**src/rtl/alu_seq_param_if.sv**
```systemverilog
// Request/result bundle between the register-read stage, the ALU and write-back.
interface alu_seq_param_if #(
    parameter int unsigned WIDTH     = 16,
    parameter int unsigned IMM_WIDTH = 7
);
    logic                 start;
    logic [2:0]           opcode;
    logic [WIDTH-1:0]     r2;
    logic [WIDTH-1:0]     r3;
    logic [IMM_WIDTH-1:0] entrada;
    logic                 flag_ram;
    logic [WIDTH-1:0]     saida;
    logic                 fimop;
    logic                 busy;
    logic                 zero;
    logic                 neg;
    logic                 ovf;
    logic                 err;

    modport master (
        output start, opcode, r2, r3, entrada, flag_ram,
        input  saida, fimop, busy, zero, neg, ovf, err
    );

    modport slave (
        input  start, opcode, r2, r3, entrada, flag_ram,
        output saida, fimop, busy, zero, neg, ovf, err
    );
endinterface

```
**src/rtl/alu_seq_param.sv**
```systemverilog
// Parametrised ALU stage: load/add/addi/sub/subi in one cycle, signed mul by
// iterative shift-add, status flags, optional saturation, start/fimop/flag_ram handshake.
module alu_seq_param #(
    parameter int unsigned WIDTH     = 16,
    parameter int unsigned IMM_WIDTH = 7,
    parameter bit          SATURATE  = 1'b0
) (
    input  logic           clk,
    input  logic           rst,
    alu_seq_param_if.slave bus
);
    localparam int unsigned PW = 2 * WIDTH;
    localparam int unsigned CW = $clog2(WIDTH + 1);

    localparam logic [1:0] S_IDLE = 2'd0;
    localparam logic [1:0] S_EXEC = 2'd1;
    localparam logic [1:0] S_MUL  = 2'd2;
    localparam logic [1:0] S_DONE = 2'd3;

    localparam logic [2:0] OP_LOAD = 3'b000;
    localparam logic [2:0] OP_ADD  = 3'b001;
    localparam logic [2:0] OP_ADDI = 3'b010;
    localparam logic [2:0] OP_SUB  = 3'b011;
    localparam logic [2:0] OP_SUBI = 3'b100;
    localparam logic [2:0] OP_MUL  = 3'b101;

    logic [1:0]       state_q,  state_nx;
    logic [2:0]       op_q,     op_nx;
    logic [WIDTH-1:0] a_q,      a_nx;
    logic [WIDTH-1:0] b_q,      b_nx;
    logic [WIDTH-1:0] imm_q,    imm_nx;
    logic [PW-1:0]    acc_q,    acc_nx;
    logic [PW-1:0]    mcand_q,  mcand_nx;
    logic [WIDTH-1:0] mplier_q, mplier_nx;
    logic [CW-1:0]    cnt_q,    cnt_nx;
    logic [WIDTH-1:0] saida_q,  saida_nx;
    logic             fimop_q,  fimop_nx;
    logic             busy_q,   busy_nx;
    logic             zero_q,   zero_nx;
    logic             neg_q,    neg_nx;
    logic             ovf_q,    ovf_nx;
    logic             err_q,    err_nx;

    logic [WIDTH-1:0] imm_ext;
    logic [WIDTH:0]   a_w;
    logic [WIDTH:0]   b_w;
    logic [WIDTH:0]   imm_w;
    logic [WIDTH:0]   sum_c;
    logic [PW-1:0]    true_c;
    logic [WIDTH:0]   hi_c;
    logic             fits_c;
    logic [WIDTH-1:0] res_c;
    logic             legal_c;

    assign imm_ext = WIDTH'($signed(bus.entrada));

    // True (unclamped) result, overflow detection and saturation shared by EXEC and MUL.
    always_comb begin
        a_w   = {a_q[WIDTH-1], a_q};
        b_w   = {b_q[WIDTH-1], b_q};
        imm_w = {imm_q[WIDTH-1], imm_q};
        sum_c = '0;
        case (op_q)
            OP_LOAD: sum_c = imm_w;
            OP_ADD:  sum_c = a_w + b_w;
            OP_ADDI: sum_c = a_w + imm_w;
            OP_SUB:  sum_c = a_w - b_w;
            OP_SUBI: sum_c = a_w - imm_w;
            default: sum_c = '0;
        endcase
        legal_c = (op_q <= OP_MUL);
        true_c  = (state_q == S_MUL) ? acc_q : PW'($signed(sum_c));
        // Fits in WIDTH signed bits iff every bit from WIDTH-1 upward equals the sign.
        hi_c    = true_c[PW-1:WIDTH-1];
        fits_c  = (hi_c == '0) || (hi_c == '1);
        if (SATURATE && !fits_c) begin
            res_c = true_c[PW-1] ? {1'b1, {(WIDTH-1){1'b0}}}
                                 : {1'b0, {(WIDTH-1){1'b1}}};
        end else begin
            res_c = true_c[WIDTH-1:0];
        end
    end

    // Next-state, datapath and output-register inputs.
    always_comb begin
        state_nx  = state_q;
        op_nx     = op_q;
        a_nx      = a_q;
        b_nx      = b_q;
        imm_nx    = imm_q;
        acc_nx    = acc_q;
        mcand_nx  = mcand_q;
        mplier_nx = mplier_q;
        cnt_nx    = cnt_q;
        saida_nx  = saida_q;
        zero_nx   = zero_q;
        neg_nx    = neg_q;
        ovf_nx    = ovf_q;
        err_nx    = err_q;

        case (state_q)
            S_IDLE: begin
                if (bus.start) begin
                    op_nx     = bus.opcode;
                    a_nx      = bus.r2;
                    b_nx      = bus.r3;
                    imm_nx    = imm_ext;
                    acc_nx    = '0;
                    mcand_nx  = PW'($signed(bus.r2));
                    mplier_nx = imm_ext;
                    cnt_nx    = '0;
                    state_nx  = (bus.opcode == OP_MUL) ? S_MUL : S_EXEC;
                end
            end
            S_EXEC: begin
                if (legal_c) begin
                    saida_nx = res_c;
                    zero_nx  = (res_c == '0);
                    neg_nx   = res_c[WIDTH-1];
                    ovf_nx   = !fits_c;
                    err_nx   = 1'b0;
                end else begin
                    saida_nx = '0;
                    zero_nx  = 1'b1;
                    neg_nx   = 1'b0;
                    ovf_nx   = 1'b0;
                    err_nx   = 1'b1;
                end
                state_nx = S_DONE;
            end
            S_MUL: begin
                if (cnt_q == CW'(WIDTH)) begin
                    saida_nx = res_c;
                    zero_nx  = (res_c == '0);
                    neg_nx   = res_c[WIDTH-1];
                    ovf_nx   = !fits_c;
                    err_nx   = 1'b0;
                    state_nx = S_DONE;
                end else begin
                    // Multiplier MSB carries weight -2^(WIDTH-1): subtract on the last step.
                    if (mplier_q[0]) begin
                        acc_nx = (cnt_q == CW'(WIDTH - 1)) ? acc_q - mcand_q
                                                           : acc_q + mcand_q;
                    end
                    mcand_nx  = mcand_q << 1;
                    mplier_nx = mplier_q >> 1;
                    cnt_nx    = cnt_q + CW'(1);
                end
            end
            S_DONE: begin
                if (bus.flag_ram) begin
                    state_nx = S_IDLE;
                end
            end
            default: state_nx = S_IDLE;
        endcase

        fimop_nx = (state_nx == S_DONE);
        busy_nx  = (state_nx != S_IDLE);
    end

    // State, datapath and registered outputs; synchronous reset wins over everything.
    always_ff @(posedge clk) begin
        if (rst) begin
            state_q  <= S_IDLE;
            op_q     <= '0;
            a_q      <= '0;
            b_q      <= '0;
            imm_q    <= '0;
            acc_q    <= '0;
            mcand_q  <= '0;
            mplier_q <= '0;
            cnt_q    <= '0;
            saida_q  <= '0;
            fimop_q  <= 1'b0;
            busy_q   <= 1'b0;
            zero_q   <= 1'b0;
            neg_q    <= 1'b0;
            ovf_q    <= 1'b0;
            err_q    <= 1'b0;
        end else begin
            state_q  <= state_nx;
            op_q     <= op_nx;
            a_q      <= a_nx;
            b_q      <= b_nx;
            imm_q    <= imm_nx;
            acc_q    <= acc_nx;
            mcand_q  <= mcand_nx;
            mplier_q <= mplier_nx;
            cnt_q    <= cnt_nx;
            saida_q  <= saida_nx;
            fimop_q  <= fimop_nx;
            busy_q   <= busy_nx;
            zero_q   <= zero_nx;
            neg_q    <= neg_nx;
            ovf_q    <= ovf_nx;
            err_q    <= err_nx;
        end
    end

    assign bus.saida = saida_q;
    assign bus.fimop = fimop_q;
    assign bus.busy  = busy_q;
    assign bus.zero  = zero_q;
    assign bus.neg   = neg_q;
    assign bus.ovf   = ovf_q;
    assign bus.err   = err_q;

endmodule

```
**src/flat_wrapper.sv**
```systemverilog
// flat-port wrapper written by rule: the top's interface ports become plain ports
module alu_seq_param_flat 
#(
    parameter int unsigned WIDTH     = 16,
    parameter int unsigned IMM_WIDTH = 7,
    parameter bit          SATURATE  = 1'b0
)
  (clk, rst, bus_start, bus_opcode, bus_r2, bus_r3, bus_entrada, bus_flag_ram, bus_saida, bus_fimop, bus_busy, bus_zero, bus_neg, bus_ovf, bus_err);
  alu_seq_param_if #(.WIDTH(WIDTH), .IMM_WIDTH(IMM_WIDTH)) bus_i ();
  input  logic clk;
  input  logic rst;
  input wire logic [$bits(bus_i.start)-1:0] bus_start;
  input wire logic [$bits(bus_i.opcode)-1:0] bus_opcode;
  input wire logic [$bits(bus_i.r2)-1:0] bus_r2;
  input wire logic [$bits(bus_i.r3)-1:0] bus_r3;
  input wire logic [$bits(bus_i.entrada)-1:0] bus_entrada;
  input wire logic [$bits(bus_i.flag_ram)-1:0] bus_flag_ram;
  output wire logic [$bits(bus_i.saida)-1:0] bus_saida;
  output wire logic [$bits(bus_i.fimop)-1:0] bus_fimop;
  output wire logic [$bits(bus_i.busy)-1:0] bus_busy;
  output wire logic [$bits(bus_i.zero)-1:0] bus_zero;
  output wire logic [$bits(bus_i.neg)-1:0] bus_neg;
  output wire logic [$bits(bus_i.ovf)-1:0] bus_ovf;
  output wire logic [$bits(bus_i.err)-1:0] bus_err;
  assign bus_i.start = bus_start;
  assign bus_i.opcode = bus_opcode;
  assign bus_i.r2 = bus_r2;
  assign bus_i.r3 = bus_r3;
  assign bus_i.entrada = bus_entrada;
  assign bus_i.flag_ram = bus_flag_ram;
  assign bus_saida = bus_i.saida;
  assign bus_fimop = bus_i.fimop;
  assign bus_busy = bus_i.busy;
  assign bus_zero = bus_i.zero;
  assign bus_neg = bus_i.neg;
  assign bus_ovf = bus_i.ovf;
  assign bus_err = bus_i.err;
  alu_seq_param #(.WIDTH(WIDTH), .IMM_WIDTH(IMM_WIDTH), .SATURATE(SATURATE)) u_core (.clk(clk), .rst(rst), .bus(bus_i));
endmodule
```
**config.mk**
```make
export PLATFORM = sky130hd
export DESIGN_NAME = alu_seq_param_flat
export DESIGN_NICKNAME = d
export VERILOG_FILES = /design/src/rtl/alu_seq_param_if.sv /design/src/rtl/alu_seq_param.sv /design/src/flat_wrapper.sv
export SDC_FILE = /design/constraint.sdc
export NUM_CORES = 1
export LEC_CHECK = 0
export BUFFER_PORTS_ARGS = -buffer_cell sky130_fd_sc_hd__buf_2
export CELL_PAD_IN_SITES_DETAIL_PLACEMENT = 2
export CELL_PAD_IN_SITES_GLOBAL_PLACEMENT = 2
export CORE_ASPECT_RATIO = 1.5
export CORE_UTILIZATION = 36
export CTS_CLUSTER_DIAMETER = 50
export DETAILED_ROUTE_END_ITERATION = 6
export GPL_ROUTABILITY_DRIVEN = 0
export GPL_TIMING_DRIVEN = 1
export HOLD_SLACK_MARGIN = 0.03
export PLACE_DENSITY = 0.87
export SLEW_MARGIN = 20
export SYNTH_ARGS = -nofsm -noshare
export SYNTH_HDL_FRONTEND = slang
export SYNTH_SLANG_ARGS = --single-unit
export TNS_END_PERCENT = 1
```
**constraint.sdc**
```tcl
create_clock -name clk -period 5.6 [get_ports clk]
set_clock_uncertainty 0.15 [all_clocks]
set_input_delay 0 -clock clk [delete_from_list [all_inputs] [get_ports clk]]
set_output_delay 0 -clock clk [all_outputs]
set_load 0.01 [all_outputs]
```
==> Yosys cells after proc, flatten, opt, wreduce, memory -nomap -nowiden <==
Index checks and enable logic that the tools add are counted.
W data, S select, Z words.
{ "op_classes": {"add_sub_neg": 7, "n_reduce_logical": 13, "magnitude_cmp": 1, "mux": 36, "eq_ne": 16} }
{ "op_table": {"columns": ["operator", "count"], "rows": [
  ["$mux W32", 7],
  ["$pmux W32 S2", 2],
  ["$pmux W17 S5", 1],
  ["$mux W16", 4],
  ["$pmux W16 S2", 2],
  ["$add A32 B32 Y32", 1],
  ["$sub A32 B32 Y32", 1],
  ["$add A16 B16 Y17", 1],
  ["$add A16 B7 Y17", 1],
  ["$eq A17 B17 Y1 const B", 1],
  ["$logic_not A17 Y1", 1],
  ["$sub A16 B16 Y17", 1],
  ["$sub A16 B7 Y17", 1],
  ["$logic_not A16 Y1", 1],
  ["$mux W5", 2],
  ["$pmux W5 S2", 1],
  ["$mux W1", 8],
  ["$mux W2", 4],
  ["$pmux W1 S2", 4],
  ["$pmux W2 S4", 1],
  ["$eq A2 B2 Y1 const B", 3],
  ["$eq A3 B2 Y1 const B", 2],
  ["$eq A3 B3 Y1 const B", 2],
  ["$ne A2 B2 Y1 const B", 3],
  ["other kinds (15)", 18]
]} }
{ "totals": {"inputBits": 46, "output_inout_bits": 22, "word_cells": 89, "regBits": 151} }

==> Longest topological paths before layout <==
{ "logic_depth": {"ltp_word": 8, "ltp_mapped": 19, "depth_no_buf": 19} }

==> Least setup slack after synthesis <==
OpenSTA, ideal clock, no wires.
{ "synth_timing": {"path_type": "register -> register", "start": "register u_core.mcand_q[6]", "end": "register u_core.acc_q[30]", "setup_time_ns": 0.121, "required_ns": 5.329, "slack_ns": 1.256, "arrival_ns": 4.073, "period_less_slack_ns": 4.344, "path_stages_with_launch": 17, "path_buffers": 2, "cell_sequence": "dfxtp_1 buf_6 or4_4 nor4b_1 nor2_1 xnor2_1 ha_1 clkbuf_1 a21o_1 a21o_1 a221o_1 a21o_1 o31a_1 a311o_1 a21oi_1 xor2_1 o21ai_0"} }
{ "synth_between": {"elab_chain_len": 5, "elab_cells_between_ends": 6, "classes_between": "2 x add/sub; 4 x mux"} }
{ "synth_rtl": {"columns": ["item", "line", "source"], "rows": [
  ["from (decl)", "alu_seq_param.sv:33", "logic [PW-1:0] mcand_q, mcand_nx;"],
  ["from (signal assigned)", "alu_seq_param.sv:188", "mcand_q <= mcand_nx;"],
  ["$add A32 B32 Y32 or $sub A32 B32 Y32 (tied branches)", "alu_seq_param.sv:143, alu_seq_param.sv:142", null],
  ["$mux W32 (*)", "alu_seq_param.sv:142", "acc_nx = (cnt_q == CW'(WIDTH - 1)) ? acc_q - mcand_q"],
  ["$mux W32 (*)", "alu_seq_param.sv:141", "if (mplier_q[0]) begin"],
  ["$mux W32 (*)", "alu_seq_param.sv:132", "if (cnt_q == CW'(WIDTH)) begin"],
  ["$pmux W32 S2 (*)", "alu_seq_param.sv:101", "case (state_q)"],
  ["to (signal assigned)", "alu_seq_param.sv:187", "acc_q <= acc_nx;"],
  ["to (decl)", "alu_seq_param.sv:32", "logic [PW-1:0] acc_q, acc_nx;"]
]} }
Mark *: on every way between the ends. The rest lies on a longest branch, timed or not. The select of a mux whose other input is x is not followed.
A chain may end at the register's enable or synchronous reset.

==> Worst setup path after layout <==
{ "layout_timing": {"start": "register u_core.imm_q[1]", "end": "register u_core.zero_q (netlist: u_core.bus.zero)"} }
{ "layout_between": {"elab_chain_len": 6, "elab_cells_between_ends": 8, "classes_between": "2 x add/sub; 5 x mux; 1 x reduce/logical"} }
{ "layout_rtl": {"columns": ["item", "line", "source"], "rows": [
  ["from (decl)", "alu_seq_param.sv:31", "logic [WIDTH-1:0] imm_q, imm_nx;"],
  ["from (signal assigned)", "alu_seq_param.sv:186", "imm_q <= imm_nx;"],
  ["$sub A16 B7 Y17 or $add A16 B7 Y17 (tied branches)", "alu_seq_param.sv:68, alu_seq_param.sv:66", null],
  ["$pmux W17 S5 (*)", "alu_seq_param.sv:63", "case (op_q)"],
  ["$mux W32 (*)", "alu_seq_param.sv:72", "true_c = (state_q == S_MUL) ? acc_q : PW'($signed(sum_c));"],
  ["$logic_not A16 Y1 (*)", "alu_seq_param.sv:118, alu_seq_param.sv:134", null],
  ["$mux W1 (on tied branches)", "alu_seq_param.sv:132, alu_seq_param.sv:116", null],
  ["$pmux W1 S2 (*)", "alu_seq_param.sv:101", null],
  ["to (signal assigned)", "alu_seq_param.sv:194", "zero_q <= zero_nx;"],
  ["to (decl)", "alu_seq_param.sv:39", "logic zero_q, zero_nx;"]
]} }
Marked as above.

==> impl_metrics.env <==
export IMPL_outcome="finished clean"
export IMPL_dp_hpwl_um=28930
export IMPL_yosys_warnings=0
export IMPL_syn_mean_instance_area_um2=7.479
export IMPL_cp_arrival_ns=5.63
export IMPL_p_leak_uw=0.004762
export IMPL_crit_type="reg2reg"
export IMPL_grt_max_degree=85
export IMPL_ys_seq_area_share_pct=30.30
export IMPL_antenna_cells=0
export IMPL_die_h_um=205.2
export IMPL_drv_slew=0
export IMPL_setup_viol=0
export IMPL_crit_required_ns=5.85
export IMPL_cap_violations=0
export IMPL_netlist_instances=1325
export IMPL_rsz0062_at_grt="no"
export IMPL_n_fill_cell=3081
export IMPL_max_freq_mhz=185.9
export IMPL_cts_tree="built"
export IMPL_r2r_slack_ns=0.22
export IMPL_hp_class="in2reg"
export IMPL_tightestPinTransition_ns=1.190
export IMPL_drt_iter0_markers=619
export IMPL_coreArea_um2=27130
export IMPL_synth_edf_count=0
export IMPL_clockRootBuffer="clkbuf_16"
export IMPL_grt_overflow_total=0
export IMPL_crit_end="u_core.bus.zero"
export IMPL_finalInstanceArea_um2=11630
export IMPL_clk_pin_slew_worst_paths_ns=0.07
export IMPL_synth_flop_cell="dfxtp_1"
export IMPL_num_rows=74
export IMPL_yosysUniqueCellTypes=70
export IMPL_dieArea_um2=28210
export IMPL_async_flop_share_pct=0
export IMPL_startpoint="u_core.imm_q[1]"
export IMPL_routedWlPerCell_um=27.31
export IMPL_grt_pass1_vias=12581
export IMPL_hold_viol=0
export IMPL_cts_htree_levels=4
export IMPL_start_kind="flop"
export IMPL_reg2reg_to="u_core.bus.zero"
export IMPL_num_vias=11044
export IMPL_die_w_um=137.5
export IMPL_post_route_util_pct=42.86
export IMPL_drive_above_1_share_pct=10.11
export IMPL_r2r_cells=19
export IMPL_fin_tns_setup_ns=0
export IMPL_ant_nets=0
export IMPL_syn_nets=1429
export IMPL_first_pass_iters=5
export IMPL_crit_path_end_kind="flop"
export IMPL_powerDensity_nw_per_um2=356.6
export IMPL_crit_fanout=5
export IMPL_worst_ir_drop_vdd_v=0.0002757
export IMPL_fin_ws_ns=0.2214
export IMPL_grt_first_pass_wirelength_um=73460
export IMPL_fin_crit_sh_pct=96.05
export IMPL_cts_setup_buffers=0
export IMPL_r2r_start="u_core.imm_q[1]"
export IMPL_dpl_cell_area_um2=10500
export IMPL_syn_to_final_growth_pct=17.34
export IMPL_max_clock_path_buffers=2
export IMPL_relSlewSlack_pct=20.59
export IMPL_nets=1496
export IMPL_cts_buffers_inserted=17
export IMPL_period_minus_slack_ns=5.379
export IMPL_grtUsageTotal_pct=34.96
export IMPL_io_buffers=67
export IMPL_vias_per_cell=6.322
export IMPL_antenna_found_initial=0
export IMPL_clk_latency_ns=0.46
export IMPL_syn_cell_area_um2=9910
export IMPL_io_pins=68
export IMPL_drc=0
export IMPL_dp_worst_setup_slack_ns=0.7013
export IMPL_wl_um=47710
export IMPL_ys_ff_latch=150
export IMPL_clock_sinks=150
export IMPL_start_util_pct=36.53
==> final cells by class <==
class | count | area, µm² | area share (%)
multi-input combinational | 1061 | 6482 | 55.75
sequential | 150 | 3003 | 25.83
timing repair buffer | 132 | 938.4 | 8.071
tap | 342 | 427.9 | 3.680
clock buffer | 17 | 425.4 | 3.659
clock inverter | 15 | 237.7 | 2.045
inverter | 30 | 112.6 | 0.9685
==> synthesized netlist by cell type, types with 10 or more instances <==
cell      number  area, µm²
inv_1         30      112.6
nand2b_1      20      125.1
nand4_1       10      62.56
xnor2_1       58      508.0
ha_1          56      700.7
clkbuf_1      62      232.7
o21ai_0       52      260.3
a21o_1        26      195.2
dfxtp_1      150       3003
nor3_1        34      170.2
and3_1        10      62.56
nor2b_1       13      81.33
buf_1         15      56.30
xor2_1        22      192.7
nor2_1       146      548.0
a21oi_1      144      720.7
nand3_1       29      145.1
a211oi_1      35      262.8
nand2_1      215      807.0
a31oi_1       19      118.9
nor4_1        13      81.33
a22oi_1       17      127.6
a311oi_1      24      210.2
==> per-layer routing <==
metal	part of all wire, %	global-route usage (%)	routed length, µm
met1	34	32.82	16450
met2	54	65.52	25790
met3	3.7	6.036	1759
met4	7.8	27.16	3719
met5	0	0	0
==> flip-flops by register name, summed over array words and instances (netlist names), 2 cells and up <==
name              cells
u_core.mplier_q      16
u_core.b_q           16
u_core.bus.saida     16
u_core.state_q        2
u_core.imm_q          7
u_core.acc_q         32
u_core.cnt_q          5
u_core.mcand_q       32
u_core.op_q           3
u_core.a_q           16
==> cell families after synthesis <==
logic type               after synthesis  share of synthesized area, %
XOR/XNOR                              81                         7.349
adder cells (fa/ha/maj)               58                         7.475
buffers and inverters                114                         4.684
AO/OA/AOI/OAI                        388                         25.23
flip-flops                           150                         30.30
multiplexers                           9                        0.9596
AND/OR/NAND/NOR                      525                         24.00
==> through the flow <==
| stage | total power (µW) | instances | hold slack, ns |
|---|---|---|---|
| 6_report | 4146 | 1747 | 0.1986 |
| 5_1_grt | 4288 | 1747 | 0.2116 |
| 4_1_cts | 4025 | 1747 | 0.1662 |
| 3_5_place_dp | 2620 | 1670 | 0.09810 |
| 3_3_place_gp | 2550 | 1670 | 0.09159 |
| 2_1_floorplan | 2210 | 1325 | -0.01403 |
==> critical path, cell delays in order (launching register included) <==
cell and delay, ns:
dfxtp_1 0.36, inv_1 0.13, ha_1 0.25, nand2_1 0.15
nor3_2 0.30, nand2_1 0.13, ha_1 0.29, o21ai_0 0.19
o21ai_0 0.22, o21bai_1 0.21, a22o_1 0.25, ha_1 0.36
a21o_1 0.23, a21o_1 0.19, a221oi_1 0.60, o21bai_1 0.23
mux2i_1 0.17, a221o_1 0.38, nor4b_1 0.33, a31o_2 0.22
==> power by group <==
group          switching (µW)  internal, µW  leakage [µW]
clock                     558           802      0.000317
sequential                138          1160       0.00123
combinational             961           530       0.00322
total                    1660          2490       0.00476
==> repair_timing <==
action | 4_1_cts | 5_1_grt
setup endpoints to repair | 0 | 2
gates resized for setup | 0 | 3
hold buffers | 45 | 0
hold endpoints to repair | 71 | 0
==> cells in the final DEF (no fill, tap or decap), drive strengths merged, types with 29 or more instances in the layout <==
cell | netlist | routed
a21oi | 144 | 144
a211oi | 35 | 35
dlygate4sd3 | 0 | 45
nor2 | 146 | 146
xnor2 | 59 | 59
buf | 22 | 87
inv | 30 | 35
nor3 | 34 | 34
nand2 | 215 | 215
dfxtp | 150 | 150
nand3 | 29 | 29
ha | 56 | 56
o21ai | 55 | 55
==> worst min-delay path by stage <==
stage | slack, ns | to | cells after the start | start
final | 0.20 | u_core.b_q[10] | 4 | bus_r3[10]
after global placement | 0.09 | u_core.b_q[3] | 3 | bus_r3[3]
after CTS | 0.17 | u_core.b_q[10] | 4 | bus_r3[10]
after global routing | 0.21 | u_core.b_q[10] | 4 | bus_r3[10]
after detailed placement | 0.1 | u_core.b_q[4] | 3 | bus_r3[4]
after floorplan | -0.01 | u_core.a_q[10] | 2 | bus_r2[10]
No activity file was read; power rests on OpenSTA's default activity.
